File: src/rtl/imm_extend_pipe_pkg.sv
// rtl/imm_extend_pipe_pkg.sv - shared types and width defaults for the immediate extend pipe
// Purpose: immediate mode encoding, skid buffer state encoding, default widths.
// Ports: none (package).
package imm_extend_pipe_pkg;

   localparam int IMM_IN_W  = 16;
   localparam int IMM_OUT_W = 32;

   typedef enum logic [1:0] {
      MODE_ZERO   = 2'b00,
      MODE_SIGN   = 2'b01,
      MODE_UPPER  = 2'b10,
      MODE_BRANCH = 2'b11
   } mode_t;

   typedef enum logic [1:0] {
      EMPTY = 2'b00,
      ONE   = 2'b01,
      FULL  = 2'b10
   } state_t;

endpackage

File: src/rtl/imm_extend_core.sv
// rtl/imm_extend_core.sv - combinational immediate widening for the four extend modes
// Purpose: widen an IN_W-bit immediate to OUT_W bits (zero, sign, upper, branch).
// Ports:
//   imm  in  IN_W   raw immediate
//   mode in  mode_t extend mode
//   ext  out OUT_W  widened immediate
module imm_extend_core
   import imm_extend_pipe_pkg::*;
#(
   parameter int IN_W  = IMM_IN_W,
   parameter int OUT_W = IMM_OUT_W
) (
   input  logic [IN_W-1:0]  imm,
   input  mode_t            mode,
   output logic [OUT_W-1:0] ext
);

   logic [OUT_W-1:0] sext;

   assign sext = {{(OUT_W-IN_W){imm[IN_W-1]}}, imm};

   always_comb begin
      ext = '0;
      case (mode)
         MODE_ZERO:   ext = {{(OUT_W-IN_W){1'b0}}, imm};
         MODE_SIGN:   ext = sext;
         MODE_UPPER:  ext = {imm, {(OUT_W-IN_W){1'b0}}};
         // word-aligned branch offset: the two MSBs shifted out are dropped
         MODE_BRANCH: ext = sext << 2;
         default:     ext = '0;
      endcase
   end

endmodule

File: src/rtl/imm_extend_pipe.sv
// rtl/imm_extend_pipe.sv - pipelined immediate extend stage with 2-entry skid buffer
// Purpose: accept an immediate plus tag, widen it, and present it downstream with
//          full throughput under backpressure. Optional macro IMM_EXT_STATS_EN adds
//          a saturating output-transfer counter.
// Ports:
//   clk, rst_n                  clock, synchronous active-low reset
//   in_valid/in_ready           upstream handshake (in_ready registered)
//   in_imm, in_mode, in_tag     immediate, extend mode, sideband tag
//   out_valid/out_ready         downstream handshake
//   out_imm, out_tag, out_neg   result, matching tag, result MSB
//   xfer_cnt                    (IMM_EXT_STATS_EN only) saturating output transfer count
module imm_extend_pipe
   import imm_extend_pipe_pkg::*;
#(
   parameter int IN_W  = IMM_IN_W,
   parameter int OUT_W = IMM_OUT_W,
   parameter int TAG_W = 5
) (
   input  logic              clk,
   input  logic              rst_n,
   input  logic              in_valid,
   output logic              in_ready,
   input  logic [IN_W-1:0]   in_imm,
   input  logic [1:0]        in_mode,
   input  logic [TAG_W-1:0]  in_tag,
   output logic              out_valid,
   input  logic              out_ready,
   output logic [OUT_W-1:0]  out_imm,
   output logic [TAG_W-1:0]  out_tag,
   output logic              out_neg
`ifdef IMM_EXT_STATS_EN
   ,
   output logic [15:0]       xfer_cnt
`endif
);

   logic [OUT_W-1:0] ext_imm;
   logic [OUT_W-1:0] skid_imm;
   logic [TAG_W-1:0] skid_tag;
   logic             in_xfer;
   logic             out_xfer;
   state_t           state;

   imm_extend_core #(
      .IN_W  (IN_W),
      .OUT_W (OUT_W)
   ) u_core (
      .imm  (in_imm),
      .mode (mode_t'(in_mode)),
      .ext  (ext_imm)
   );

   assign in_xfer  = in_valid & in_ready;
   assign out_xfer = out_valid & out_ready;

   // in_ready and out_valid are registered copies of (state != FULL) and
   // (state != EMPTY), updated alongside the state so neither has a
   // combinational path from out_ready.
   always_ff @(posedge clk) begin
      if (!rst_n) begin
         state     <= EMPTY;
         in_ready  <= 1'b1;
         out_valid <= 1'b0;
         out_imm   <= '0;
         out_tag   <= '0;
         out_neg   <= 1'b0;
         skid_imm  <= '0;
         skid_tag  <= '0;
      end else begin
         case (state)
            EMPTY: begin
               if (in_xfer) begin
                  out_imm   <= ext_imm;
                  out_tag   <= in_tag;
                  out_neg   <= ext_imm[OUT_W-1];
                  out_valid <= 1'b1;
                  state     <= ONE;
               end
            end
            ONE: begin
               if (in_xfer && out_xfer) begin
                  // current result leaves while the new one takes its place
                  out_imm <= ext_imm;
                  out_tag <= in_tag;
                  out_neg <= ext_imm[OUT_W-1];
               end else if (in_xfer) begin
                  skid_imm <= ext_imm;
                  skid_tag <= in_tag;
                  in_ready <= 1'b0;
                  state    <= FULL;
               end else if (out_xfer) begin
                  out_valid <= 1'b0;
                  state     <= EMPTY;
               end
            end
            FULL: begin
               if (out_xfer) begin
                  out_imm  <= skid_imm;
                  out_tag  <= skid_tag;
                  out_neg  <= skid_imm[OUT_W-1];
                  skid_imm <= '0;
                  skid_tag <= '0;
                  in_ready <= 1'b1;
                  state    <= ONE;
               end
            end
            default: begin
               state     <= EMPTY;
               in_ready  <= 1'b1;
               out_valid <= 1'b0;
            end
         endcase
      end
   end

`ifdef IMM_EXT_STATS_EN
   always_ff @(posedge clk) begin
      if (!rst_n) begin
         xfer_cnt <= '0;
      end else if (out_xfer && (xfer_cnt != 16'hFFFF)) begin
         xfer_cnt <= xfer_cnt + 16'd1;
      end
   end
`endif

endmodule

File: config.mk
export PLATFORM = sky130hd
export DESIGN_NAME = imm_extend_pipe
export DESIGN_NICKNAME = d
export VERILOG_FILES = /design/src/rtl/imm_extend_pipe_pkg.sv /design/src/rtl/imm_extend_core.sv /design/src/rtl/imm_extend_pipe.sv
export SDC_FILE = /design/constraint.sdc
export NUM_CORES = 1
export LEC_CHECK = 0
export CORE_AREA = 2 2 98 100
export CTS_CLUSTER_SIZE = 24
export DETAILED_ROUTE_END_ITERATION = 12
export DIE_AREA = 0 0 100 102
export PLACE_DENSITY_LB_ADDON = 0.12
export SYNTH_ARGS = -nofsm -noshare
export SYNTH_HDL_FRONTEND = slang
export SYNTH_SLANG_ARGS = --single-unit
File: constraint.sdc
create_clock -name clk -period 1.4 [get_ports clk]
set_input_delay 0.21 -clock clk [delete_from_list [all_inputs] [get_ports clk]]
set_output_delay 0.21 -clock clk [all_outputs]
set_load 0.01 [all_outputs]
# Word-level counts from Yosys, hierarchy flattened
# Index checks and enable logic that the tools add are counted.
# totals
output_inout_bits,40
latchBits,0
ramBits,0
n_memories,0
rom_bits,0
ff_bits,79
input_bits,27
# classes
muxes,34
bitwise,4
div,0
n_eq_ne,13
n_addsub,0
mul,0
reduce_logical,10
order_cmp,0
n_shift,0
# op_table
op,count
two-way mux 32 bit,5
one-hot mux 32 bit (4 select lines),1
one-hot mux 32 bit (3 select lines),1
one-hot mux 32 bit (2 select lines),1
two-way mux 5 bit,5
AND reduction 4 bit,4
one-hot mux 5 bit (3 select lines),1
!= test 2 bit (second input constant),7
two-way mux 1 bit,10
two-way mux 2 bit,5
one-hot mux 5 bit (2 select lines),1
one-hot mux 1 bit (3 select lines),3
equality test 2 bit (second input constant),3
one-hot mux 2 bit (3 select lines),1
AND reduction 5 bit,1
equality test 2 x 1 -> 1 bit (second input constant),2
zero test 2 bit,2
!= test 3 bit (second input constant),1
nonzero test 3 bit,1
AND 1 bit,2
NOT 1 bit,2
nonzero test 2 bit,1
logical AND 1 bit,1

# Logic depth before layout (Yosys ltp)
# Gate-level depths: netlist (run 1).
# depth
ltp_word,5
mapped_depth,8
depth_no_buf,4

# Cells and area by module
# Synthesis (run 1) repeated with hierarchy kept, for this count alone.
# hier_totals
cells_unflattened,422
hier_area_um2,4162.7
# modules_own_cells
module,instances,cells_per_inst,seq_area_each_um2,area_per_inst_um2
imm_extend_pipe,1,380,1561.5,3797.4
imm_extend_core,1,42,0.0,365.4

# Worst setup path after synthesis (run 1)
# Ideal clock, no wire load.
# synth_path
kind,register to register
startpoint,reg out_valid
endpoint,reg skid_imm[30]
arrival_ps,1464
period_less_slack_ps,1534
setup_ps,70
required_ps,1330
setup_slack_ps,-134
path_stages_with_launch,7
n_path_buf,2
path_cell_list,dfxtp_1 and2_1 buf_4 a22oi_2 buf_2 or3_1 a21boi_1
# synth_between
elab_chain_len,4
elab_cells_between_ends,5
# synth_lines
element,line_no,source
"start, declared",imm_extend_pipe.sv:26,"output logic out_valid,"
"start signal, assigned",imm_extend_pipe.sv:63,out_valid <= 1'b0;
"start signal, assigned",imm_extend_pipe.sv:76,out_valid <= 1'b1;
"start signal, assigned",imm_extend_pipe.sv:92,out_valid <= 1'b0;
AND 1 bit (*),imm_extend_pipe.sv:54,assign out_xfer = out_valid & out_ready;
logical AND 1 bit,imm_extend_pipe.sv:81,if (in_xfer && out_xfer) begin
!= test 2 bit (no line),n/a,
AND reduction 4 bit (no line) (*),n/a,
"end signal, assigned",imm_extend_pipe.sv:87,skid_imm <= ext_imm;
"end, declared",imm_extend_pipe.sv:38,logic [OUT_W-1:0] skid_imm;
# Every way passes the cells marked *; elsewhere a longest branch is shown, timed or not.
# A chain may end at the register's enable or synchronous reset.

# Worst setup path after layout (run 1)
# layout_path
startpoint,reg state[0]
endpoint,reg out_imm[1]
# layout_between
elab_chain_len,3
elab_cells_between_ends,9
# layout_lines
element,line_no,source
"start, declared",imm_extend_pipe.sv:42,state_t state;
"start signal, assigned",imm_extend_pipe.sv:61,state <= EMPTY;
"start signal, assigned",imm_extend_pipe.sv:77,state <= ONE;
"start signal, assigned",imm_extend_pipe.sv:90,state <= FULL;
"equality test 2 x 1 -> 1 bit, or another cell as far along",imm_extend_pipe.sv:70,case (state)
!= test 2 bit (no line) / nonzero test 3 bit (equally long branches),n/a,
AND reduction 4 bit (no line),n/a,
"end signal, assigned",imm_extend_pipe.sv:73,out_imm <= ext_imm;
"end signal, assigned",imm_extend_pipe.sv:83,out_imm <= ext_imm;
"end signal, assigned",imm_extend_pipe.sv:98,out_imm <= skid_imm;
"end, declared",imm_extend_pipe.sv:28,"output logic [OUT_W-1:0] out_imm,"
# Parallel ways exist; a longest one is shown, timed or not.

==> impl_metrics.json, run 1 <==
{
  "result_of_the_run": "finished, violations left",
  "failing_checks": "setup timing",
  "cts_made_buffers": 9,
  "synth_area_in_adders_pct": 0,
  "final_area_um2": 5638,
  "synth_cell_type_count": 39,
  "seq_area_um2": 1572,
  "post_drt_via_cell_ratio": 5.428,
  "holdWs_ns": 0.3097,
  "critical_path.cell_chain": "and2b_4 -> buf_6 -> buf_6 -> a2bb2oi_4 -> buf_4 -> a221oi_2 -> nor3b_2",
  "critical_path_peak_fanout": 7,
  "area_delta_synth_final_pct": 55.11,
  "final_nets": 593,
  "timing.rr.start": "state[0]$_SDFFE_PN0P_",
  "max_freq_mhz": 655.1,
  "worst_pin_slew_ns": 0.3232,
  "groute.usage.overall_pct": 22.03,
  "routed_wirelength_mm": 11.29,
  "placement.io_buffers": 66,
  "cp_slowest_cell": "sky130_fd_sc_hd__dfxtp_4",
  "start_kind": "register",
  "synth-simple-area-share_pct": 22.55,
  "grt_busiest_layer": "met2",
  "met3_usage_pct": 3.830,
  "dieArea_um2": 10200,
  "dr_total_vias": 3702,
  "nFillCells": 817,
  "gp_congestion": 0.7820,
  "worst_ep_required_time_ns": 1.64,
  "final_util_pct": 61.90,
  "clk_root_buffer_cell": "sky130_fd_sc_hd__clkbuf_8",
  "place_hpwl_mm": 6.519,
  "synth_fp_nets": 483,
  "synth.ff_latch_count": 78,
  "synth_top_family_by_area": "compound AO/OA/AOI/OAI gates",
  "setup_viol": 64,
  "wire_per_inst_um": 16.56,
  "post-route-drc-count": 0,
  "cts.hold.buffers_added": 0,
  "powerDensity_nw_per_um2": 1216,
  "h-tree-depth": 3,
  "chipHeight_um": 102,
  "worst_ir_drop_vdd_v": 0.0005796,
  "multiInputGateArea_um2": 2241,
  "timing.critical_path.buf_inv": 3,
  "syn_inst_count": 456,
  "cts_buffer_depth": 2,
  "final_layout_size_suffix_gt1_share_pct": 30.30,
  "setup_ws_ns": -0.1264,
  "cp_slowest_stage_delay_ns": 0.37,
  "grt_max_degree": 42,
  "clk_latency_ns": 0.35,
  "core_region_area_um2": 9109,
  "fp-row-count": 35,
  "final-hold-violation-count": 0,
  "crit_path_frequent_cell": "sky130_fd_sc_hd__buf_6",
  "route.antenna.remaining_nets": 0,
  "leakage_power_figure_nw": 2.330,
  "rsz_0062_raised_after_global_routing": "yes",
  "synthesis.area_um2": 3635,
  "start_util_pct": 39.90,
  "globalRouteMet2Util_pct": 36.59,
  "most-common-layout-cells": "sky130_fd_sc_hd__dfxtp_1 (74), sky130_fd_sc_hd__nand2_1 (65), sky130_fd_sc_hd__a21oi_1 (48), sky130_fd_sc_hd__buf_4 (48), sky130_fd_sc_hd__dlygate4sd2_1 (40)",
  "total_power_mw": 6.858,
  "slew_viol_final": 0,
  "synth_sequential_area_ratio_pct": 42.96,
  "yosys-mux-area-fraction_pct": 0.5508,
  "final.min_clock_period_ns": 1.526,
  "antennaDiodeCount": 0,
  "gr-total-overflow": 0,
  "critical_path.top_delay_family": "buffers and inverters",
  "synth-xor-area-share_pct": 0,
  "fin_tns_setup_ns": -3.410,
  "hold_class": "input pin to register",
  "max_cap_viol_count": 0,
  "antenna_found_initial": 0,
  "relSlewSlack_pct": 78.45,
  "num_ports": 67,
  "worst_setup_hold_path_clk_slew_ns": 0.09,
  "placed_inst_area_um2": 4698,
  "globalRouteMet1Util_pct": 29.50,
  "synthesis.area_per_instance_um2": 7.971,
  "fin_crit_sh_pct": 109.0,
  "cts_tree": "done",
  "clock_skew_ns": 0.01163,
  "1st_pass_router_iterations": 4,
  "die_w_um": 100,
  "yosys_warnings": 0,
  "clock-sinks": 78,
  "synth_compound_area_share_pct": 28.02,
  "endpoint_kind": "register",
  "timing.setup.critical_path_class": "register to register",
  "cp-startpoint": "state[0]$_SDFFE_PN0P_",
  "layout_commonest_cell": "sky130_fd_sc_hd__dfxtp_1",
  "cp_data_arrival_time_ns": 1.77,
  "dr.first_iter.drc_count": 169,
  "hold_path_startpoint": "rst_n",
  "grt_pass1_vias": 3525,
  "grt_first_pass_wirelength_mm": 17.62
}
-- repair_timing --
| item | 4_1_cts | 5_1_grt |
|---|---|---|
| setup buffers | 8 | 11 |
| resized for setup | 104 | 49 |
| gates cloned | 7 | 2 |
| pin swaps | 12 | 20 |
| endpoints found under the setup margin | 113 | 74 |
-- cell type report --
class / count / area share, %
Clock buffer: 12 / 3.129
Tap cell: 111 / 2.463
Inverter: 1 / 0.06658
Multi-Input combinational cell: 335 / 39.75
Clock inverter: 4 / 0.9099
Sequential cell: 78 / 27.87
Timing Repair Buffer: 141 / 25.81
-- state kept, by name (all words and copies together) (netlist names) --
name and count:
out_tag 5, in_ready 1, skid_tag 5, out_valid 1, skid_imm 32, out_imm 32
state 2
-- cell usage after synthesis (all sizes together) --
cell	number	area share, %
mux2i	2	0.55
o211a	6	1.7
nand2	66	6.9
or3	14	2.4
o211ai	1	0.21
o31ai	14	2.9
buf	28	4.1
a22o	1	0.24
and2b	1	0.21
nor3	1	0.14
a21boi	37	8.0
nand3	41	5.6
clkbuf	16	1.7
nor3b	2	0.41
a22oi	1	0.34
dfxtp	78	43
and2	4	0.69
nor2b	1	0.17
nand2b	17	2.9
o21a	1	0.21
nor2	21	2.2
a311oi	1	0.24
nand3b	2	0.41
or2	1	0.17
a21oi	76	10
and3b	1	0.24
o21ai	16	2.2
a2bb2oi	1	0.41
o22ai	2	0.72
a221oi	2	0.48
inv	1	0.10
-- worst reg2reg max path, stage by stage (launching register included) --
cell	delay, ns
sky130_fd_sc_hd__dfxtp_4	0.37
sky130_fd_sc_hd__and2b_4	0.30
sky130_fd_sc_hd__buf_6	0.15
sky130_fd_sc_hd__buf_6	0.11
sky130_fd_sc_hd__a2bb2oi_4	0.07
sky130_fd_sc_hd__buf_4	0.14
sky130_fd_sc_hd__a221oi_2	0.20
sky130_fd_sc_hd__nor3b_2	0.07
-- report_power, final --
group	switching, mW	total (mW)	internal (mW)	leakage [nW]
clock	0.854	1.88	1.03	0.114
sequential	0.156	2.63	2.47	0.638
combinational	1.14	2.35	1.21	1.58
-- worst paths after layout --
kind                          endpoint  slack [ns]  cells past startpoint
max            out_imm[1]$_SDFFE_PN0P_       -0.13                      7
min           out_imm[27]$_SDFFE_PN0P_        0.31                      3
max reg2reg    out_imm[1]$_SDFFE_PN0P_       -0.13                      7
min reg2reg  skid_imm[14]$_SDFFE_PN0P_        0.45                      2
-- through the flow --
| stage | setup WS, ns | instances |
|---|---|---|
| final | -0.1264 | 682 |
| after global routing | -0.1981 | 682 |
| after CTS | -0.1443 | 672 |
| after detailed placement | -0.5145 | 642 |
| after global placement | -0.4803 | 642 |
| after floorplan | -0.007282 | 456 |
-- per-layer routing --
layer,part of all wire (%),up-vias,wire length (um)
li1,-,1821,-
met1,47,1767,5292
met2,47,95,5314
met3,4.4,19,496
met4,1.7,0,190
met5,0,-,0
-- cells by family after synthesis --
group	Yosys count
mux	2
flops	78
buf+inv	45
compound gates	159
simple gates	172
(Power assumes the default switching activity.)
==> inputs of run 2 (changes only) <==
CORE_AREA = 2 2 91 93   (was 2 2 98 100)
DIE_AREA = 0 0 93 95   (was 0 0 100 102)
MAX_ROUTING_LAYER = met4   (was default)
SLEW_MARGIN = 20   (was default)
==> run 2 against run 1 <==
Compared with the run above: the flow still finishes with violations (setup timing); power rose by 5.2%; routed wire length rose by 6.6%; critical path depth did not move; sequential share of layout area fell by 0.53 points; critical path type unchanged; critical endpoint is now skid_imm[2]$_SDFFE_PN0P_.
==> impl_metrics.json, run 2 (same netlist as run 1, synthesis figures left out) <==
{
  "timing.setup.critical_path_class": "register to register",
  "dr_total_vias": 3855,
  "area_delta_synth_final_pct": 58.11,
  "clk_root_buffer_cell": "sky130_fd_sc_hd__clkbuf_8",
  "groute.usage.overall_pct": 24.83,
  "failing_checks": "setup timing",
  "place_hpwl_mm": 6.309,
  "fin_crit_sh_pct": 112.6,
  "final-hold-violation-count": 0,
  "core_region_area_um2": 7928,
  "total_power_mw": 7.216,
  "endpoint_kind": "register",
  "final_nets": 589,
  "num_ports": 67,
  "layout_commonest_cell": "sky130_fd_sc_hd__dfxtp_1",
  "clock-sinks": 78,
  "worst_pin_slew_ns": 0.4769,
  "final.min_clock_period_ns": 1.576,
  "antennaDiodeCount": 0,
  "critical_path.cell_chain": "and3b_2 -> a22oi_2 -> buf_12 -> buf_12 -> clkbuf_16 -> nand2_1 -> a21boi_1",
  "grt_max_degree": 41,
  "dr.first_iter.drc_count": 217,
  "grt_pass1_vias": 3406,
  "leakage_power_figure_nw": 2.354,
  "grt_first_pass_wirelength_mm": 16.80,
  "antenna_found_initial": 0,
  "chipHeight_um": 95,
  "setup_viol": 73,
  "post_drt_via_cell_ratio": 5.737,
  "cp_slowest_stage_delay_ns": 0.39,
  "rsz_0062_raised_after_global_routing": "yes",
  "h-tree-depth": 3,
  "wire_per_inst_um": 17.92,
  "cp_slowest_cell": "sky130_fd_sc_hd__dfxtp_4",
  "clk_latency_ns": 0.35,
  "placement.io_buffers": 66,
  "holdWs_ns": 0.3312,
  "route.antenna.remaining_nets": 0,
  "gr-total-overflow": 0,
  "gp_congestion": 0.8322,
  "fp-row-count": 33,
  "max_cap_viol_count": 0,
  "worst_ir_drop_vdd_v": 0.0009061,
  "max_freq_mhz": 634.4,
  "final_layout_size_suffix_gt1_share_pct": 30.34,
  "setup_ws_ns": -0.1763,
  "most-common-layout-cells": "sky130_fd_sc_hd__dfxtp_1 (74), sky130_fd_sc_hd__nand2_1 (56), sky130_fd_sc_hd__a21oi_1 (49)",
  "worst_ep_required_time_ns": 1.67,
  "hold_class": "input pin to register",
  "cts.hold.buffers_added": 0,
  "routed_wirelength_mm": 12.04,
  "start_kind": "register",
  "clock_skew_ns": 0.01341,
  "nFillCells": 578,
  "slew_viol_final": 0,
  "powerDensity_nw_per_um2": 1256,
  "1st_pass_router_iterations": 4,
  "die_w_um": 93,
  "cts_buffer_depth": 2,
  "cts_tree": "done",
  "relSlewSlack_pct": 68.21,
  "dieArea_um2": 8835,
  "largest_registers": "out_imm: 32 flops, skid_imm: 32 flops",
  "start_util_pct": 45.85,
  "critical_path_peak_fanout": 7,
  "worst_setup_hold_path_clk_slew_ns": 0.09,
  "crit_path_frequent_cell": "sky130_fd_sc_hd__buf_12",
  "cp_data_arrival_time_ns": 1.85,
  "post-route-drc-count": 0,
  "cts_made_buffers": 9,
  "result_of_the_run": "finished, violations left"
}
## run 2: cell types whose count changed in the layout (fill, tap and decap cells not counted), moves of 3 or more
cell / delta
sky130_fd_sc_hd__a21oi_2: -5
sky130_fd_sc_hd__a21oi_4: +4
sky130_fd_sc_hd__buf_4: -8
sky130_fd_sc_hd__buf_6: +3
sky130_fd_sc_hd__clkbuf_16: +4
sky130_fd_sc_hd__nand2_1: -9
sky130_fd_sc_hd__nand2_2: +6
sky130_fd_sc_hd__nand3_1: -5
sky130_fd_sc_hd__nand3_2: +6
sky130_fd_sc_hd__o21ai_1: +11
sky130_fd_sc_hd__o21ai_2: -10
sky130_fd_sc_hd__o31ai_4: +3
## run 2: final timing paths
path / startpoint / endpoint / slack [ns] / depth (start not counted)
hold / removal: rst_n / out_tag[3]$_SDFFE_PN0P_ / 0.33 / 2
setup / recovery: state[1]$_SDFFE_PN0P_ / skid_imm[2]$_SDFFE_PN0P_ / -0.18 / 7
hold reg to reg: skid_tag[2]$_SDFFE_PN0P_ / skid_tag[2]$_SDFFE_PN0P_ / 0.45 / 2
setup reg to reg: state[1]$_SDFFE_PN0P_ / skid_imm[2]$_SDFFE_PN0P_ / -0.18 / 7
## run 2: metrics by stage
step	worst slack [ns]	std cells	cell area, um^2	setup TNS [ns]	utilization [%]
CTS	-0.08535	655	5165	-1.955	65.15
finish	-0.1763	672	5747	-7.128	72.49
global route	-0.2192	672	5747	-10.12	72.49
floorplan	-0.007282	456	3659	-0.007282	-
detailed placement	-0.5565	628	4606	-33.83	58.10
global placement	-0.4866	628	4606	-32.05	58.10
## run 2: critical path, delay by kind of cell, from the launching register on
| kind | cells | cell delay [ns] |
|---|---|---|
| and+or+nand+nor | 2 | 0.30 |
| DFF | 1 | 0.39 |
| AOI/OAI and AO/OA | 2 | 0.38 |
| buffers and inverters | 3 | 0.44 |
## run 2: final cells by class
cell class	count	area (um^2)	share of cell area [%]
Clock inverter	4	98.84	1.720
Inverter	1	3.754	0.06532
Tap cell	105	131.4	2.286
Clock buffer	12	166.4	2.896
Multi-Input combinational cell	335	2320	40.37
Sequential cell	78	1572	27.35
Timing Repair Buffer	137	1455	25.32
## run 2: layer usage
metal / vias to the layer above / routed length (um) / GRT usage (%)
li1: 1812 / - / -
met1: 1906 / 5322 / 33.37
met2: 110 / 6064 / 39.86
met3: 27 / 447 / 3.192
met4: 0 / 210 / 6.495
met5: - / 0 / -
## run 2: timing repair
action / CTS / global route
setup buffers: 6 / 9
endpoints found under the hold margin: 0 / 0
gates resized for setup: 91 / 73
pin swaps: 24 / 45
gates cloned: 5 / 8
setup endpoints to repair: 113 / 73
## run 2: power breakdown
group | total (mW) | switching [mW] | internal (mW)
Clock | 2.22 | 0.866 | 1.35
Combinational | 2.39 | 1.18 | 1.21
Sequential | 2.61 | 0.145 | 2.47
Total | 7.22 | 2.19 | 5.02
